==> config.mk <==
export PLATFORM = sky130hd
export DESIGN_NAME = pcie_link_exit_gen
export DESIGN_NICKNAME = d
export VERILOG_FILES = /design/src/rtl/pcie_ltssm_pkg.sv /design/src/rtl/pcie_exit_pulse.sv /design/src/rtl/pcie_link_exit_gen.sv
export SDC_FILE = /design/constraint.sdc
export NUM_CORES = 1
export LEC_CHECK = 0
export BUFFER_PORTS_ARGS = -buffer_cell sky130_fd_sc_hd__buf_4
export CAP_MARGIN = 20
export CORE_ASPECT_RATIO = 1.4
export CORE_MARGIN = 8
export CORE_UTILIZATION = 35
export CTS_CLUSTER_SIZE = 24
export DETAILED_ROUTE_END_ITERATION = 7
export GPL_ROUTABILITY_DRIVEN = 0
export SLEW_MARGIN = 20
export SYNTH_ARGS = -nofsm -noshare
export SYNTH_HDL_FRONTEND = slang
export SYNTH_SLANG_ARGS = --single-unit
==> constraint.sdc <==
create_clock -name pld_clk -period 3.3 [get_ports pld_clk]
set_clock_uncertainty 0.2 [all_clocks]
set_input_delay 0.33 -clock pld_clk [delete_from_list [all_inputs] [get_ports pld_clk]]
set_output_delay 0.33 -clock pld_clk [all_outputs]
set_load 0.01 [all_outputs]
==> src/rtl/pcie_ltssm_pkg.sv <==
// Shared LTSSM encodings, link-state enum and small helpers for the
// PCIe link-event logic.
package pcie_ltssm_pkg;

  localparam logic [4:0] LTSSM_L0         = 5'h0F;
  localparam logic [4:0] LTSSM_DISABLE    = 5'h10;
  localparam logic [4:0] LTSSM_HOT_RESET  = 5'h14;
  localparam logic [4:0] LTSSM_L2_IDLE    = 5'h18;
  localparam logic [4:0] LTSSM_L2_TX_WAKE = 5'h19;

  typedef enum logic [1:0] {
    ST_DOWN   = 2'd0,
    ST_UP     = 2'd1,
    ST_HOTRST = 2'd2,
    ST_L2     = 2'd3
  } link_state_e;

  function automatic logic is_l2(input logic [4:0] s);
    return (s == LTSSM_L2_IDLE) || (s == LTSSM_L2_TX_WAKE);
  endfunction

  function automatic logic [7:0] sat_inc8(input logic [7:0] v);
    return (v == 8'hFF) ? v : v + 8'd1;
  endfunction

endpackage

==> src/rtl/pcie_exit_pulse.sv <==
// Active-low exit strobe: a fire (re)loads a down-counter and the output
// stays low while the counter is nonzero, so back-to-back fires extend it.
module pcie_exit_pulse #(
  parameter int unsigned PULSE_W = 2
) (
  input  logic pld_clk,
  input  logic any_rstn_rr,
  input  logic fire,
  output logic exit_n
);

  logic [3:0] cnt_q, cnt_d;

  always_comb begin
    cnt_d = cnt_q;
    if (fire) begin
      cnt_d = 4'(PULSE_W);
    end else if (cnt_q != 4'd0) begin
      cnt_d = cnt_q - 4'd1;
    end
  end

  always_ff @(posedge pld_clk or negedge any_rstn_rr) begin
    if (!any_rstn_rr) cnt_q <= '0;
    else              cnt_q <= cnt_d;
  end

  // Driven straight from the counter so reset raises the strobe at once.
  assign exit_n = (cnt_q == 4'd0);

endmodule

==> src/rtl/pcie_link_exit_gen.sv <==
// Debounces the HIP LTSSM, tracks link state and emits the active-low
// dlup/hotrst/l2 exit strobes. Define PCIE_LINK_EVT_CNT_EN for event counters.
module pcie_link_exit_gen
  import pcie_ltssm_pkg::*;
#(
  parameter int unsigned STABLE_CYC = 4,
  parameter int unsigned PULSE_W    = 2
) (
  input  logic       pld_clk,
  input  logic       any_rstn_rr,
  input  logic [4:0] ltssm,
  input  logic       dl_up,
`ifdef PCIE_LINK_EVT_CNT_EN
  input  logic       evt_cnt_clr,
`endif
  output logic       dlup_exit,
  output logic       hotrst_exit,
  output logic       l2_exit,
  output logic       link_up,
  output logic [4:0] ltssm_stable,
  output logic [1:0] fsm_state_dbg
`ifdef PCIE_LINK_EVT_CNT_EN
  ,
  output logic [7:0] evt_dlup_cnt,
  output logic [7:0] evt_hotrst_cnt,
  output logic [7:0] evt_l2_cnt
`endif
);

  localparam logic [3:0] STABLE_N = 4'(STABLE_CYC);

  logic [4:0]  ltssm_r_q;
  logic        dl_up_r_q;
  logic [4:0]  cand_q, cand_d;
  logic [3:0]  cnt_q, cnt_d;
  logic [4:0]  stable_q, stable_d;
  link_state_e state_q;
  logic        link_up_q;
  logic        fire_dlup_q, fire_hotrst_q, fire_l2_q;

  // Acceptance uses the next count so a steady input lands at edge k+STABLE_CYC.
  always_comb begin
    cand_d   = cand_q;
    cnt_d    = cnt_q;
    stable_d = stable_q;
    if (ltssm_r_q != cand_q) begin
      cand_d = ltssm_r_q;
      cnt_d  = 4'd1;
    end else if (cnt_q != STABLE_N) begin
      cnt_d = cnt_q + 4'd1;
    end
    if (cnt_d == STABLE_N) stable_d = cand_d;
  end

  always_ff @(posedge pld_clk or negedge any_rstn_rr) begin
    if (!any_rstn_rr) begin
      ltssm_r_q <= '0;
      dl_up_r_q <= 1'b0;
      cand_q    <= '0;
      cnt_q     <= '0;
      stable_q  <= '0;
    end else begin
      ltssm_r_q <= ltssm;
      dl_up_r_q <= dl_up;
      cand_q    <= cand_d;
      cnt_q     <= cnt_d;
      stable_q  <= stable_d;
    end
  end

  always_ff @(posedge pld_clk or negedge any_rstn_rr) begin
    if (!any_rstn_rr) begin
      state_q       <= ST_DOWN;
      link_up_q     <= 1'b0;
      fire_dlup_q   <= 1'b0;
      fire_hotrst_q <= 1'b0;
      fire_l2_q     <= 1'b0;
    end else begin
      fire_dlup_q   <= 1'b0;
      fire_hotrst_q <= 1'b0;
      fire_l2_q     <= 1'b0;
      link_up_q     <= (state_q == ST_UP);
      case (state_q)
        ST_DOWN: begin
          if (stable_q == LTSSM_L0 && dl_up_r_q) state_q <= ST_UP;
        end
        ST_UP: begin
          // Losing the data link outranks every LTSSM-driven exit.
          if (!dl_up_r_q) begin
            state_q     <= ST_DOWN;
            fire_dlup_q <= 1'b1;
          end else if (stable_q == LTSSM_HOT_RESET) begin
            state_q <= ST_HOTRST;
          end else if (is_l2(stable_q)) begin
            state_q <= ST_L2;
          end else if (stable_q == LTSSM_DISABLE) begin
            state_q <= ST_DOWN;
          end
        end
        ST_HOTRST: begin
          if (stable_q != LTSSM_HOT_RESET) begin
            state_q       <= ST_DOWN;
            fire_hotrst_q <= 1'b1;
          end
        end
        ST_L2: begin
          if (!is_l2(stable_q)) begin
            state_q   <= ST_DOWN;
            fire_l2_q <= 1'b1;
          end
        end
        default: state_q <= ST_DOWN;
      endcase
    end
  end

  pcie_exit_pulse #(.PULSE_W(PULSE_W)) u_dlup_pulse (
    .pld_clk(pld_clk), .any_rstn_rr(any_rstn_rr),
    .fire(fire_dlup_q), .exit_n(dlup_exit)
  );

  pcie_exit_pulse #(.PULSE_W(PULSE_W)) u_hotrst_pulse (
    .pld_clk(pld_clk), .any_rstn_rr(any_rstn_rr),
    .fire(fire_hotrst_q), .exit_n(hotrst_exit)
  );

  pcie_exit_pulse #(.PULSE_W(PULSE_W)) u_l2_pulse (
    .pld_clk(pld_clk), .any_rstn_rr(any_rstn_rr),
    .fire(fire_l2_q), .exit_n(l2_exit)
  );

  assign link_up       = link_up_q;
  assign ltssm_stable  = stable_q;
  assign fsm_state_dbg = state_q;

`ifdef PCIE_LINK_EVT_CNT_EN
  logic [7:0] dlup_cnt_q, dlup_cnt_d;
  logic [7:0] hotrst_cnt_q, hotrst_cnt_d;
  logic [7:0] l2_cnt_q, l2_cnt_d;

  // A clear outranks an increment arriving in the same cycle.
  always_comb begin
    dlup_cnt_d   = dlup_cnt_q;
    hotrst_cnt_d = hotrst_cnt_q;
    l2_cnt_d     = l2_cnt_q;
    if (evt_cnt_clr) begin
      dlup_cnt_d   = '0;
      hotrst_cnt_d = '0;
      l2_cnt_d     = '0;
    end else begin
      if (fire_dlup_q)   dlup_cnt_d   = sat_inc8(dlup_cnt_q);
      if (fire_hotrst_q) hotrst_cnt_d = sat_inc8(hotrst_cnt_q);
      if (fire_l2_q)     l2_cnt_d     = sat_inc8(l2_cnt_q);
    end
  end

  always_ff @(posedge pld_clk or negedge any_rstn_rr) begin
    if (!any_rstn_rr) begin
      dlup_cnt_q   <= '0;
      hotrst_cnt_q <= '0;
      l2_cnt_q     <= '0;
    end else begin
      dlup_cnt_q   <= dlup_cnt_d;
      hotrst_cnt_q <= hotrst_cnt_d;
      l2_cnt_q     <= l2_cnt_d;
    end
  end

  assign evt_dlup_cnt   = dlup_cnt_q;
  assign evt_hotrst_cnt = hotrst_cnt_q;
  assign evt_l2_cnt     = l2_cnt_q;
`endif

endmodule

## Word level (Yosys, flattened, before mapping)

Index checks and enable logic that the tools add are counted.

| word-level totals | value |
|---|---|
| input bits | 8 |
| logic and storage cells | 69 |
| flip-flop bits (word level) | 38 |
| output and inout port bits | 11 |

| cells by class | value |
|---|---|
| reductions and logical operators | 13 |
| add/sub/neg operators | 4 |
| multiplexer cells | 23 |
| eq/ne operators | 16 |

Operators with widths:

| operator | number |
|---|---|
| 4-bit two-way mux | 8 |
| 5-bit == test, second input constant | 4 |
| 2-bit two-way mux | 7 |
| 4-bit zero test | 3 |
| 4-bit nonzero test | 3 |
| 4-bit by 1-bit subtractor with 4-bit output, second input constant | 3 |
| 2-bit case mux with 4 select lines | 1 |
| 1-bit two-way mux | 6 |
| 2-bit inequality test, second input constant | 3 |
| 2-bit nonzero test | 3 |
| 5-bit by 4-bit == test with 1-bit output, second input constant | 1 |
| 5-bit two-way mux | 1 |
| 5-bit by 2-bit inequality test with 1-bit output, second input constant | 1 |
| 5-bit inequality test | 1 |
| 5-bit inequality test, second input constant | 1 |
| 4-bit by 1-bit adder with 4-bit output, second input constant | 1 |
| 2-bit == test, second input constant | 2 |
| 4-bit by 3-bit == test with 1-bit output, second input constant | 1 |
| 4-bit by 3-bit inequality test with 1-bit output, second input constant | 1 |
| 4-bit AND reduction | 1 |
| 2-bit by 1-bit == test with 1-bit output, second input constant | 1 |
| 2-bit zero test | 1 |
| 1-bit logical AND | 1 |
| 1-bit logical OR | 1 |

## Logic depth before layout (Yosys ltp)

Gate-level depths: netlist (run 1).

| depth | value |
|---|---|
| depth after elaboration | 6 |
| mapped depth | 6 |

## Cells and area by module

Synthesis (run 1) repeated with hierarchy kept, for this count alone.

| second synthesis, totals | value |
|---|---|
| cell total of the unflattened synthesis | 152 |
| area total of the unflattened synthesis | 1746.7 µm² |

By module, submodules not included:

| module | area each (µm²) | instances | cells an instance |
|---|---|---|---|
| pcie_link_exit_gen | 1059.8 | 1 | 86 |
| pcie_exit_pulse | 229.0 | 3 | 22 |

## Worst setup path before layout (run 1)

OpenSTA, ideal clock, no wires.

| timing path | value |
|---|---|
| path type | register -> register |
| from | register cnt_q[0] |
| to | register stable_q[0] (netlist: ltssm_stable[0]) |
| setup time | 125 ps |
| stages on the path, launching flop included | 7 |
| clock period less this slack | 2103 ps |
| slack | 1197 ps |
| data arrival time | 1778 ps |
| cell sequence | dfrtp_1 inv_1 ha_1 o21a_1 o311a_1 nor4_4 mux2_2 |

| on the way | value |
|---|---|
| longest elaborated chain between the ends | 4 |

RTL lines:

| what | RTL line | text |
|---|---|---|
| start: declaration | pcie_link_exit_gen.sv:35 | `logic [3:0] cnt_q, cnt_d;` |
| start signal: assignment | pcie_link_exit_gen.sv:66 | `cnt_q <= cnt_d;` |
| 4-bit by 1-bit adder with 4-bit output / 4-bit by 3-bit inequality test with 1-bit output (equally long branches) | pcie_link_exit_gen.sv:50, pcie_link_exit_gen.sv:49 |  |
| 4-bit two-way mux (*) | pcie_link_exit_gen.sv:49 | `end else if (cnt_q != STABLE_N) begin` |
| 4-bit two-way mux (*) | pcie_link_exit_gen.sv:46 | `if (ltssm_r_q != cand_q) begin` |
| 4-bit by 3-bit == test with 1-bit output (*) | pcie_link_exit_gen.sv:52 | `if (cnt_d == STABLE_N) stable_d = cand_d;` |
| end signal: assignment | pcie_link_exit_gen.sv:67 | `stable_q <= stable_d;` |
| end: declaration | pcie_link_exit_gen.sv:36 | `logic [4:0] stable_q, stable_d;` |

Every way passes the cells marked *; elsewhere a longest branch is shown, timed or not.
A chain may end at the register's enable or synchronous reset.

## Final worst setup path (run 1)

Same ends and word-level chain as after synthesis.

==> results of run 1 <==
==> how the worst max path moves through the flow <==
| stage | from | to | slack [ps] | cells past startpoint |
|---|---|---|---|---|
| 6_report | cnt_q[0] | ltssm_stable[0] | 1010 | 6 |
| 5_1_grt | cnt_q[0] | ltssm_stable[3] | 850 | 6 |
| 4_1_cts | cnt_q[0] | ltssm_stable[0] | 1000 | 6 |
| 3_5_place_dp | cnt_q[0] | ltssm_stable[0] | 1020 | 6 |
| 3_3_place_gp | cnt_q[0] | ltssm_stable[0] | 1100 | 6 |
| 2_1_floorplan | cnt_q[0] | ltssm_stable[0] | 1200 | 6 |
==> final cells by class <==
class	count	share of cell area, %
sequential	38	46.4
clock inverter	1	1.46
multi-input combinational	91	33.1
clock buffer	7	3.72
timing repair buffer	25	10.0
tap	64	3.90
inverter	8	1.46
==> cell usage in the layout (no fill, tap or decap), types with 2 or more instances in the layout <==
cell            n
dfrtp_1        38
buf_4          18
xnor2_1        12
inv_1           8
nand2_1         8
nor2_1          8
nor3_1          8
ha_1            8
dlygate4sd3_1   7
a21oi_1         5
mux2_2          5
clkbuf_8        5
or2_2           4
nor2b_1         3
nor3b_1         3
mux2i_1         3
or3_1           3
nand3_1         2
o2111ai_1       2
nand4bb_1       2
nand2b_1        2
clkbuf_1        2
==> cell usage after synthesis, drive strengths merged, types with 2 or more instances <==
master / count / area [sq um]
or2: 4 / 25.0
nand4bb: 2 / 22.5
a21oi: 5 / 25.0
dfrtp: 38 / 951
nand2b: 2 / 12.5
or3: 3 / 18.8
ha: 8 / 100
mux2: 5 / 56.3
nor3b: 3 / 22.5
inv: 8 / 30.0
nor2: 8 / 30.0
clkbuf: 5 / 18.8
mux2i: 3 / 30.0
nor2b: 3 / 18.8
nand3: 2 / 10.0
nor3: 8 / 40.0
o2111ai: 2 / 17.5
xnor2: 12 / 105
nand2: 8 / 30.0
==> power by group <==
part	internal, mW	switching (mW)	total [mW]
combinational	0.0188	0.0188	0.0376
sequential	0.474	0.00668	0.480
clock	0.226	0.146	0.372
total	0.718	0.172	0.890
==> stage by stage <==
step           utilization, %  hold slack [ps]  std cells
2_1_floorplan               -             -166        142
3_3_place_gp             39.6              116        219
3_5_place_dp             39.6              125        219
4_1_cts                  43.4              239        234
5_1_grt                  43.4              244        234
6_report                 43.4              230        234
==> what timing repair did <==
item / CTS / global route
gates resized for setup: 0 / 0
endpoints found under the setup margin: 0 / 0
hold buffers: 7 / 0
endpoints found under the hold margin: 44 / 0
==> sequential cells by signal, indices dropped and copies added (netlist names), 2 cells and up <==
register	cells
ltssm_stable	5
u_l2_pulse.cnt_q	4
ltssm_r_q	5
cnt_q	4
cand_q	5
u_hotrst_pulse.cnt_q	4
u_dlup_pulse.cnt_q	4
fsm_state_dbg	2
==> cell families (layout without fill, tap and decap cells) <==
group / count (synthesis) / in the layout / share of synthesized area, %
simple gates: 50 / 50 / 17.7
compound gates: 13 / 13 / 5.37
fa+ha+maj: 8 / 8 / 5.97
xor+xnor: 12 / 12 / 6.26
flops: 38 / 38 / 56.7
buf+inv: 13 / 41 / 2.91
mux: 8 / 8 / 5.15
==> layer usage <==
layer | up-vias | global-route usage, % | part of all wire, %
li1 | 535 | - | -
met2 | 23 | 14.5 | 53
met3 | 2 | 3.90 | 6.0
met5 | - | 0 | 0
met4 | 0 | 3.64 | 0.76
met1 | 541 | 9.06 | 40
==> worst register-to-register path, delay by kind of cell (launching register included) <==
family,cells,cell delay [ps]
flip-flops,1,450
multiplexers,1,380
AND/OR/NAND/NOR,2,610
AO/OA/AOI/OAI,1,220
adder cells (fa/ha/maj),1,220
buffers and inverters,1,110
==> flow_metrics.env, run 1 <==
export IMPL_status="finished, final reports clean"
export IMPL_synth_sequential_area_ratio_pct=56.7
export IMPL_synth_seq_cells=38
export IMPL_clk_latency_ps=280
export IMPL_cp_slowest_stage_delay_ps=450
export IMPL_root_buffer="clkbuf_8"
export IMPL_clk_path_buf_depth=2
export IMPL_grt_ovfl_total=0
export IMPL_viasPerCell=4.71
export IMPL_avgSynthCellArea_sq_um=11.8
export IMPL_slew_violations=0
export IMPL_initial_core_util_pct=35.5
export IMPL_syn_cell_area_sq_um=1680
export IMPL_grt_max_degree=39
export IMPL_hold_path_cell_count=0
export IMPL_hold_path_class="reg2reg"
export IMPL_reg2reg_slack_ps=1010
export IMPL_cts_tree="done"
export IMPL_timing_fmax_mhz=437
export IMPL_std_cell_rows=30
export IMPL_synthCells=142
export IMPL_setup_violations=0
export IMPL_synthFlopType="dfrtp_1"
export IMPL_grt_pass1_vias=1135
export IMPL_num_vias=1101
export IMPL_syn2layout_area_growth_pct=22.2
export IMPL_grt_total_usage_pct=8.73
export IMPL_cp_required_ps=3260
export IMPL_io_pins=19
export IMPL_fin_area_sq_um=2050
export IMPL_crit_buf_inv=1
export IMPL_vdd_ir_drop_max_uv=286
export IMPL_worstHoldStart="ltssm_r_q[2]"
export IMPL_whs_endpoint="cand_q[2]"
export IMPL_multi_input_area_sq_um=678
export IMPL_path_max_fanout=6
export IMPL_power_density_nw_per_um2=434
export IMPL_core_sq_um=4730
export IMPL_diodes=0
export IMPL_synth_distinct_cells=32
export IMPL_clk_pin_slew_worst_paths_ps=70
export IMPL_finalWirelength_um=2910
export IMPL_cts_buffers=5
export IMPL_cts_num_sinks=38
export IMPL_critPathCaptureType="flip-flop"
export IMPL_ys_warn_count=0
export IMPL_finalHoldViolations=0
export IMPL_cts_htree_levels=2
export IMPL_cpMaxStageDelayCell="dfrtp_1"
export IMPL_path_class="reg2reg"
export IMPL_timing_final_crit_share_pct=69.4
export IMPL_route_detailed_drc=0
export IMPL_setup_slack_ps=1010
export IMPL_worst_pin_slew_ps=648
export IMPL_dpl_hpwl_um=2150
export IMPL_r2r_cells=6
export IMPL_path_delay_family="simple AND/OR/NAND/NOR gates"
export IMPL_drive_gt1_share_pct=20.0
export IMPL_postSynthNetCount=158
export IMPL_drtIter0Drc=45
export IMPL_die_w_um=74.5
export IMPL_io_buffers=18
export IMPL_crit_chain="inv_1 > ha_1 > nor2b_1 > o2111ai_1 > nor4_4 > mux2_2"
export IMPL_post_cts_buffers=0
export IMPL_async_flop_share_pct=100
export IMPL_rr_startpoint="cnt_q[0]"
export IMPL_maxSlewHeadroom_pct=56.2
export IMPL_postRouteAntennaNets=0
export IMPL_worstReg2RegEnd="ltssm_stable[0]"
export IMPL_start_kind="flip-flop"
export IMPL_cap_violations=0
export IMPL_drt_first_pass_iters=4
export IMPL_synth_enable_flop_cells=0
export IMPL_wl_per_cell_um=12.4
export IMPL_leakage_nw=0.975
export IMPL_rsz0062_at_grt="false"
export IMPL_fin_nets=185
export IMPL_dieHeight_um=97.9
export IMPL_antenna_found_initial=0
export IMPL_post_route_min_period_ps=2290
export IMPL_fill_cells=473
export IMPL_grt_pass1_wl_um=4900
export IMPL_seq_area_sq_um=951
export IMPL_crit_arrival_ps=2250
export IMPL_die_area_sq_um=7300
export IMPL_placed_area_sq_um=1870
export IMPL_place_ws_ps=1020
export IMPL_tns_ps=0
export IMPL_p_total_mw=0.890
Power figures use the tool's default switching activity.
==> run 2: changes to the inputs <==
ABC_AREA = 1   (was not set)
clock period = 2 ns   (was 3.3 ns; I/O delays follow)
==> flow_metrics.env, run 2 <==
export IMPL_grt_pass1_vias=1388
export IMPL_tns_ps=0
export IMPL_synth_compound_area_share_pct=4.06
export IMPL_vdd_ir_drop_max_uv=359
export IMPL_std_cell_rows=31
export IMPL_avgSynthCellArea_sq_um=8.82
export IMPL_crit_chain="clkinv_1 > ha_1 > nand3_2 > xor2_2 > inv_2 > nor2_8 > nand3_1 > nand2_1"
export IMPL_die_area_sq_um=8000
export IMPL_post_cts_buffers=0
export IMPL_dieHeight_um=103
export IMPL_synthCells=213
export IMPL_synth_distinct_cells=28
export IMPL_grt_max_degree=39
export IMPL_diodes=0
export IMPL_cts_tree="done"
export IMPL_p_total_mw=1.43
export IMPL_clk_latency_ps=280
export IMPL_synth_most_common_cell="nand2_1"
export IMPL_wl_per_cell_um=11.1
export IMPL_core_sq_um=5200
export IMPL_syn_cell_area_sq_um=1880
export IMPL_cts_resized=0
export IMPL_timing_fmax_mhz=572
export IMPL_dpl_hpwl_um=2560
export IMPL_synthFlopType="dfrtp_1"
export IMPL_path_max_fanout=6
export IMPL_drtIter0Drc=35
export IMPL_path_class="reg2reg"
export IMPL_synth_top_area_share_pct=50.6
export IMPL_cp_required_ps=2030
export IMPL_synth_sequential_area_ratio_pct=50.6
export IMPL_slew_violations=0
export IMPL_final_common_cell="nand2_1"
export IMPL_postSynthNetCount=229
export IMPL_initial_core_util_pct=36.2
export IMPL_die_w_um=77.9
export IMPL_place_ws_ps=255
export IMPL_cp_slowest_stage_delay_ps=380
export IMPL_maxSlewHeadroom_pct=67.7
export IMPL_path_delay_family="simple AND/OR/NAND/NOR gates"
export IMPL_cts_num_sinks=38
export IMPL_leakage_nw=1.14
export IMPL_power_density_nw_per_um2=642
export IMPL_num_vias=1370
export IMPL_cap_violations=0
export IMPL_fin_util_pct=42.8
export IMPL_viasPerCell=4.48
export IMPL_grt_pass1_wl_um=5930
export IMPL_async_flop_share_pct=100
export IMPL_hold_path_class="in2async"
export IMPL_syn2layout_area_growth_pct=18.3
export IMPL_rsz0062_at_grt="false"
export IMPL_synth_top_family_by_area="simple AND/OR/NAND/NOR gates"
export IMPL_io_buffers=18
export IMPL_io_pins=19
export IMPL_critPathCaptureType="flip-flop"
export IMPL_worst_pin_slew_ps=485
export IMPL_grt_ovfl_total=0
export IMPL_finalWirelength_um=3400
export IMPL_grt_total_usage_pct=9.27
export IMPL_start_kind="flip-flop"
export IMPL_drive_gt1_share_pct=17.1
export IMPL_drt_first_pass_iters=4
export IMPL_cts_buffers=5
export IMPL_crit_arrival_ps=1770
export IMPL_timing_final_crit_share_pct=87.5
export IMPL_fin_area_sq_um=2220
export IMPL_post_route_min_period_ps=1750
export IMPL_synth_seq_cells=38
export IMPL_synth_mux_area_share_pct=0
export IMPL_route_detailed_drc=0
export IMPL_synth_enable_flop_cells=0
export IMPL_antenna_found_initial=0
export IMPL_synth_commonest_cells="44 x nand2_1, 38 x dfrtp_1, 37 x inv_1"
export IMPL_clk_pin_slew_worst_paths_ps=70
export IMPL_cts_htree_levels=2
export IMPL_postRouteAntennaNets=0
export IMPL_finalHoldViolations=0
export IMPL_status="finished, final reports clean"
export IMPL_cpMaxStageDelayCell="dfrtp_1"
export IMPL_fin_nets=256
export IMPL_ys_warn_count=0
export IMPL_root_buffer="clkbuf_8"
export IMPL_yosys_area_top_type="dfrtp_1"
export IMPL_synth_simple_area_share_pct=27.1
export IMPL_synthTopCellsByArea="dfrtp_1 51%, nand2_1 8.8%, inv_1 7.4%"
export IMPL_crit_buf_inv=2
export IMPL_clk_path_buf_depth=2
export IMPL_synthAdderAreaFrac_pct=5.33
export IMPL_setup_slack_ps=251
export IMPL_setup_violations=0
export IMPL_synth_xor_area_share_pct=3.66
export IMPL_placed_area_sq_um=2080
export IMPL_mostFrequentLayoutCells="44 x nand2_1, 38 x dfrtp_1, 37 x inv_1"
-- run 2: layout make-up --
type	instances	area, sq um
clock buffers	7	76.3
inverters	41	154
fillers	547	2970
multi-input cells	129	754
flip-flops and latches	38	951
repair buffers	25	205
well taps	66	82.6
-- run 2: stage by stage --
step           hold slack (ps)  std cells
3_5_place_dp             0.985        292
2_1_floorplan             -296        213
5_1_grt                    253        306
3_3_place_gp             -7.38        292
6_report                   221        306
4_1_cts                    233        306
-- run 2: cells by family (layout without fill, tap and decap cells) --
logic type | after synthesis | in the layout
buffers and inverters | 46 | 73
adders and majority gates | 8 | 8
and+or+nand+nor | 101 | 101
xor gates and xnor gates | 7 | 7
DFF | 38 | 38
AOI/OAI and AO/OA | 13 | 13
-- run 2: worst reg2reg max path, cell delays in order, from the launching register on --
cell and delay (ps):
dfrtp_1 380, clkinv_1 130, ha_1 250, nand3_2 120
xor2_2 220, inv_2 90, nor2_8 150, nand3_1 80
nand2_1 70
-- run 2: path summary, 6_finish.rpt --
check                              from               endpoint  slack [ps]  cells after the start
min in group pld_clk       ltssm_r_q[0]              cand_q[0]         230                      0
hold / removal              any_rstn_rr  u_dlup_pulse.cnt_q[3]         220                      2
setup reg to reg               cnt_q[0]        ltssm_stable[1]         250                      8
max in group asynchronous   any_rstn_rr              cand_q[3]        1050                      2
setup / recovery               cnt_q[0]        ltssm_stable[1]         250                      8
hold reg to reg            ltssm_r_q[0]              cand_q[0]         230                      0
-- run 2: where the power goes --
| part | switching, mW | internal, mW |
|---|---|---|
| logic | 0.0765 | 0.0587 |
| registers | 0.0159 | 0.788 |
| clock network | 0.248 | 0.240 |
-- run 2: timing repair --
action                                  4_1_cts  5_1_grt
endpoints found under the setup margin        0        0
endpoints found under the hold margin        44        0
hold buffers                                  7        0
-- run 2: layer usage --
layer	global-route usage [%]	wire length [um]
met1	9.53	1400
met3	3.58	193
met5	0	0
met2	16.1	1710
met4	4.72	91
==> run 3: changes to the inputs <==
clock period = 1.7 ns   (was 2 ns; I/O delays follow)
==> flow_metrics.env, run 3 (same netlist as run 2, synthesis figures left out) <==
export IMPL_hold_path_class="in2async"
export IMPL_finalHoldViolations=0
export IMPL_routed_top_layer="met4"
export IMPL_reg2reg_slack_ps=80
export IMPL_grt_max_degree=39
export IMPL_path_max_fanout=5
export IMPL_p_total_mw=1.74
export IMPL_setup_slack_ps=78.9
export IMPL_io_pins=19
export IMPL_postRouteAntennaNets=0
export IMPL_final_common_cell="nand2_1"
export IMPL_grt_pass1_vias=1445
export IMPL_multi_input_area_sq_um=796
export IMPL_worstReg2RegEnd="ltssm_stable[0]"
export IMPL_rr_startpoint="cnt_q[0]"
export IMPL_grt_total_usage_pct=9.87
export IMPL_timing_fmax_mhz=617
export IMPL_final_cells=310
export IMPL_fin_util_pct=44.3
export IMPL_post_route_min_period_ps=1620
export IMPL_rsz0062_at_grt="true"
export IMPL_route_detailed_drc=0
export IMPL_dieHeight_um=103
export IMPL_die_area_sq_um=8000
export IMPL_status="finished, final reports clean"
export IMPL_critPathCaptureType="flip-flop"
export IMPL_drtIter0Drc=53
export IMPL_mostFrequentLayoutCells="40 x nand2_1, 38 x dfrtp_1, 34 x inv_1"
export IMPL_r2r_cells=11
export IMPL_grt_ovfl_total=0
export IMPL_power_density_nw_per_um2=755
export IMPL_diodes=0
export IMPL_syn2layout_area_growth_pct=22.5
export IMPL_wl_met1_um=1490
export IMPL_cts_num_sinks=38
export IMPL_root_buffer="clkbuf_8"
export IMPL_wl_per_cell_um=10.8
export IMPL_wl_met3_um=175
export IMPL_placed_area_sq_um=2080
export IMPL_clk_pin_slew_worst_paths_ps=70
export IMPL_cts_buffers=5
export IMPL_crit_arrival_ps=1600
export IMPL_cap_violations=0
export IMPL_drt_first_pass_iters=4
export IMPL_vdd_ir_drop_max_uv=558
export IMPL_cp_required_ps=1680
export IMPL_drive_gt1_share_pct=22.5
export IMPL_num_vias=1388
export IMPL_place_ws_ps=3.33
export IMPL_die_w_um=77.9
export IMPL_core_sq_um=5200
export IMPL_clk_path_buf_depth=2
export IMPL_finalWirelength_um=3360
export IMPL_fin_area_sq_um=2300
export IMPL_worst_pin_slew_ps=482
export IMPL_cts_htree_levels=2
export IMPL_cts_tree="done"
export IMPL_leakage_nw=1.18
export IMPL_seq_area_sq_um=951
export IMPL_antenna_found_initial=0
export IMPL_dpl_hpwl_um=2440
export IMPL_initial_core_util_pct=36.2
export IMPL_viasPerCell=4.48
export IMPL_setup_violations=0
export IMPL_dp_cells=293
export IMPL_clk_latency_ps=280
export IMPL_std_cell_rows=31
export IMPL_fill_cells=538
export IMPL_io_buffers=18
export IMPL_grt_pass1_wl_um=6280
export IMPL_timing_final_crit_share_pct=95.4
export IMPL_met2_wirelength_um=1640
export IMPL_path_class="reg2reg"
export IMPL_start_kind="flip-flop"
export IMPL_fin_nets=259
export IMPL_maxSlewHeadroom_pct=67.9
export IMPL_slew_violations=0
run 3: cell types whose count changed in the layout (fill, tap and decap cells not counted), moves of 3 or more:
cell	previous run	this run
buf_4	18	21
inv_2	3	7
nand2_1	44	40
inv_1	37	34
nand2_2	2	6
run 3: how the worst max path moves through the flow:
stage	from	endpoint	slack, ps
after floorplan	cnt_q[0]	ltssm_stable[2]	60
after global placement	cnt_q[0]	ltssm_stable[2]	60
after detailed placement	cnt_q[0]	ltssm_stable[0]	3
after CTS	cnt_q[0]	ltssm_stable[0]	8
after global routing	cnt_q[1]	ltssm_stable[3]	-30
final	cnt_q[0]	ltssm_stable[0]	80
run 3: report_power, final:
part	total [mW]	switching, mW	internal (mW)
registers	0.945	0.0182	0.927
clock network	0.630	0.303	0.327
logic	0.163	0.0910	0.0715
run 3: repair_timing:
item | 4_1_cts | 5_1_grt
gates cloned | 0 | 0
hold endpoints to repair | 44 | 0
buffers inserted | 0 | 2
pin swaps | 0 | 4
setup endpoints to repair | 5 | 7
gates resized for setup | 1 | 11
hold buffers | 7 | 0
run 3: layout make-up:
class / count / share of cell area (%)
Clock inverter: 1 / 0.217
Inverter: 41 / 6.68
Timing Repair Buffer: 28 / 9.89
Clock buffer: 7 / 3.75
Multi-Input combinational cell: 129 / 34.6
Tap cell: 66 / 3.59
Sequential cell: 38 / 41.3
run 3: critical path: stages (launching register included):
cell and delay, ps:
dfrtp_1 400, inv_2 80, ha_4 140, nand2_1 50, nand2_1 60, nand2_1 60
nand2_2 80, inv_2 60, nor2_8 130, nand3_4 110, nand2_1 80, nand2_1 50
run 3: routing by layer:
metal  GRT usage (%)  vias to the layer above
met5               0                        -
met2            16.3                       19
met3            4.01                        7
met1            11.1                      654
li1                -                      708
met4            3.86                        0
run 3: per-stage QoR:
step	hold WS (ps)	setup TNS (ps)
floorplan	-326	0
global placement	-33.9	0
detailed placement	-27.8	0
CTS	200	0
global route	237	-113
finish	184	0
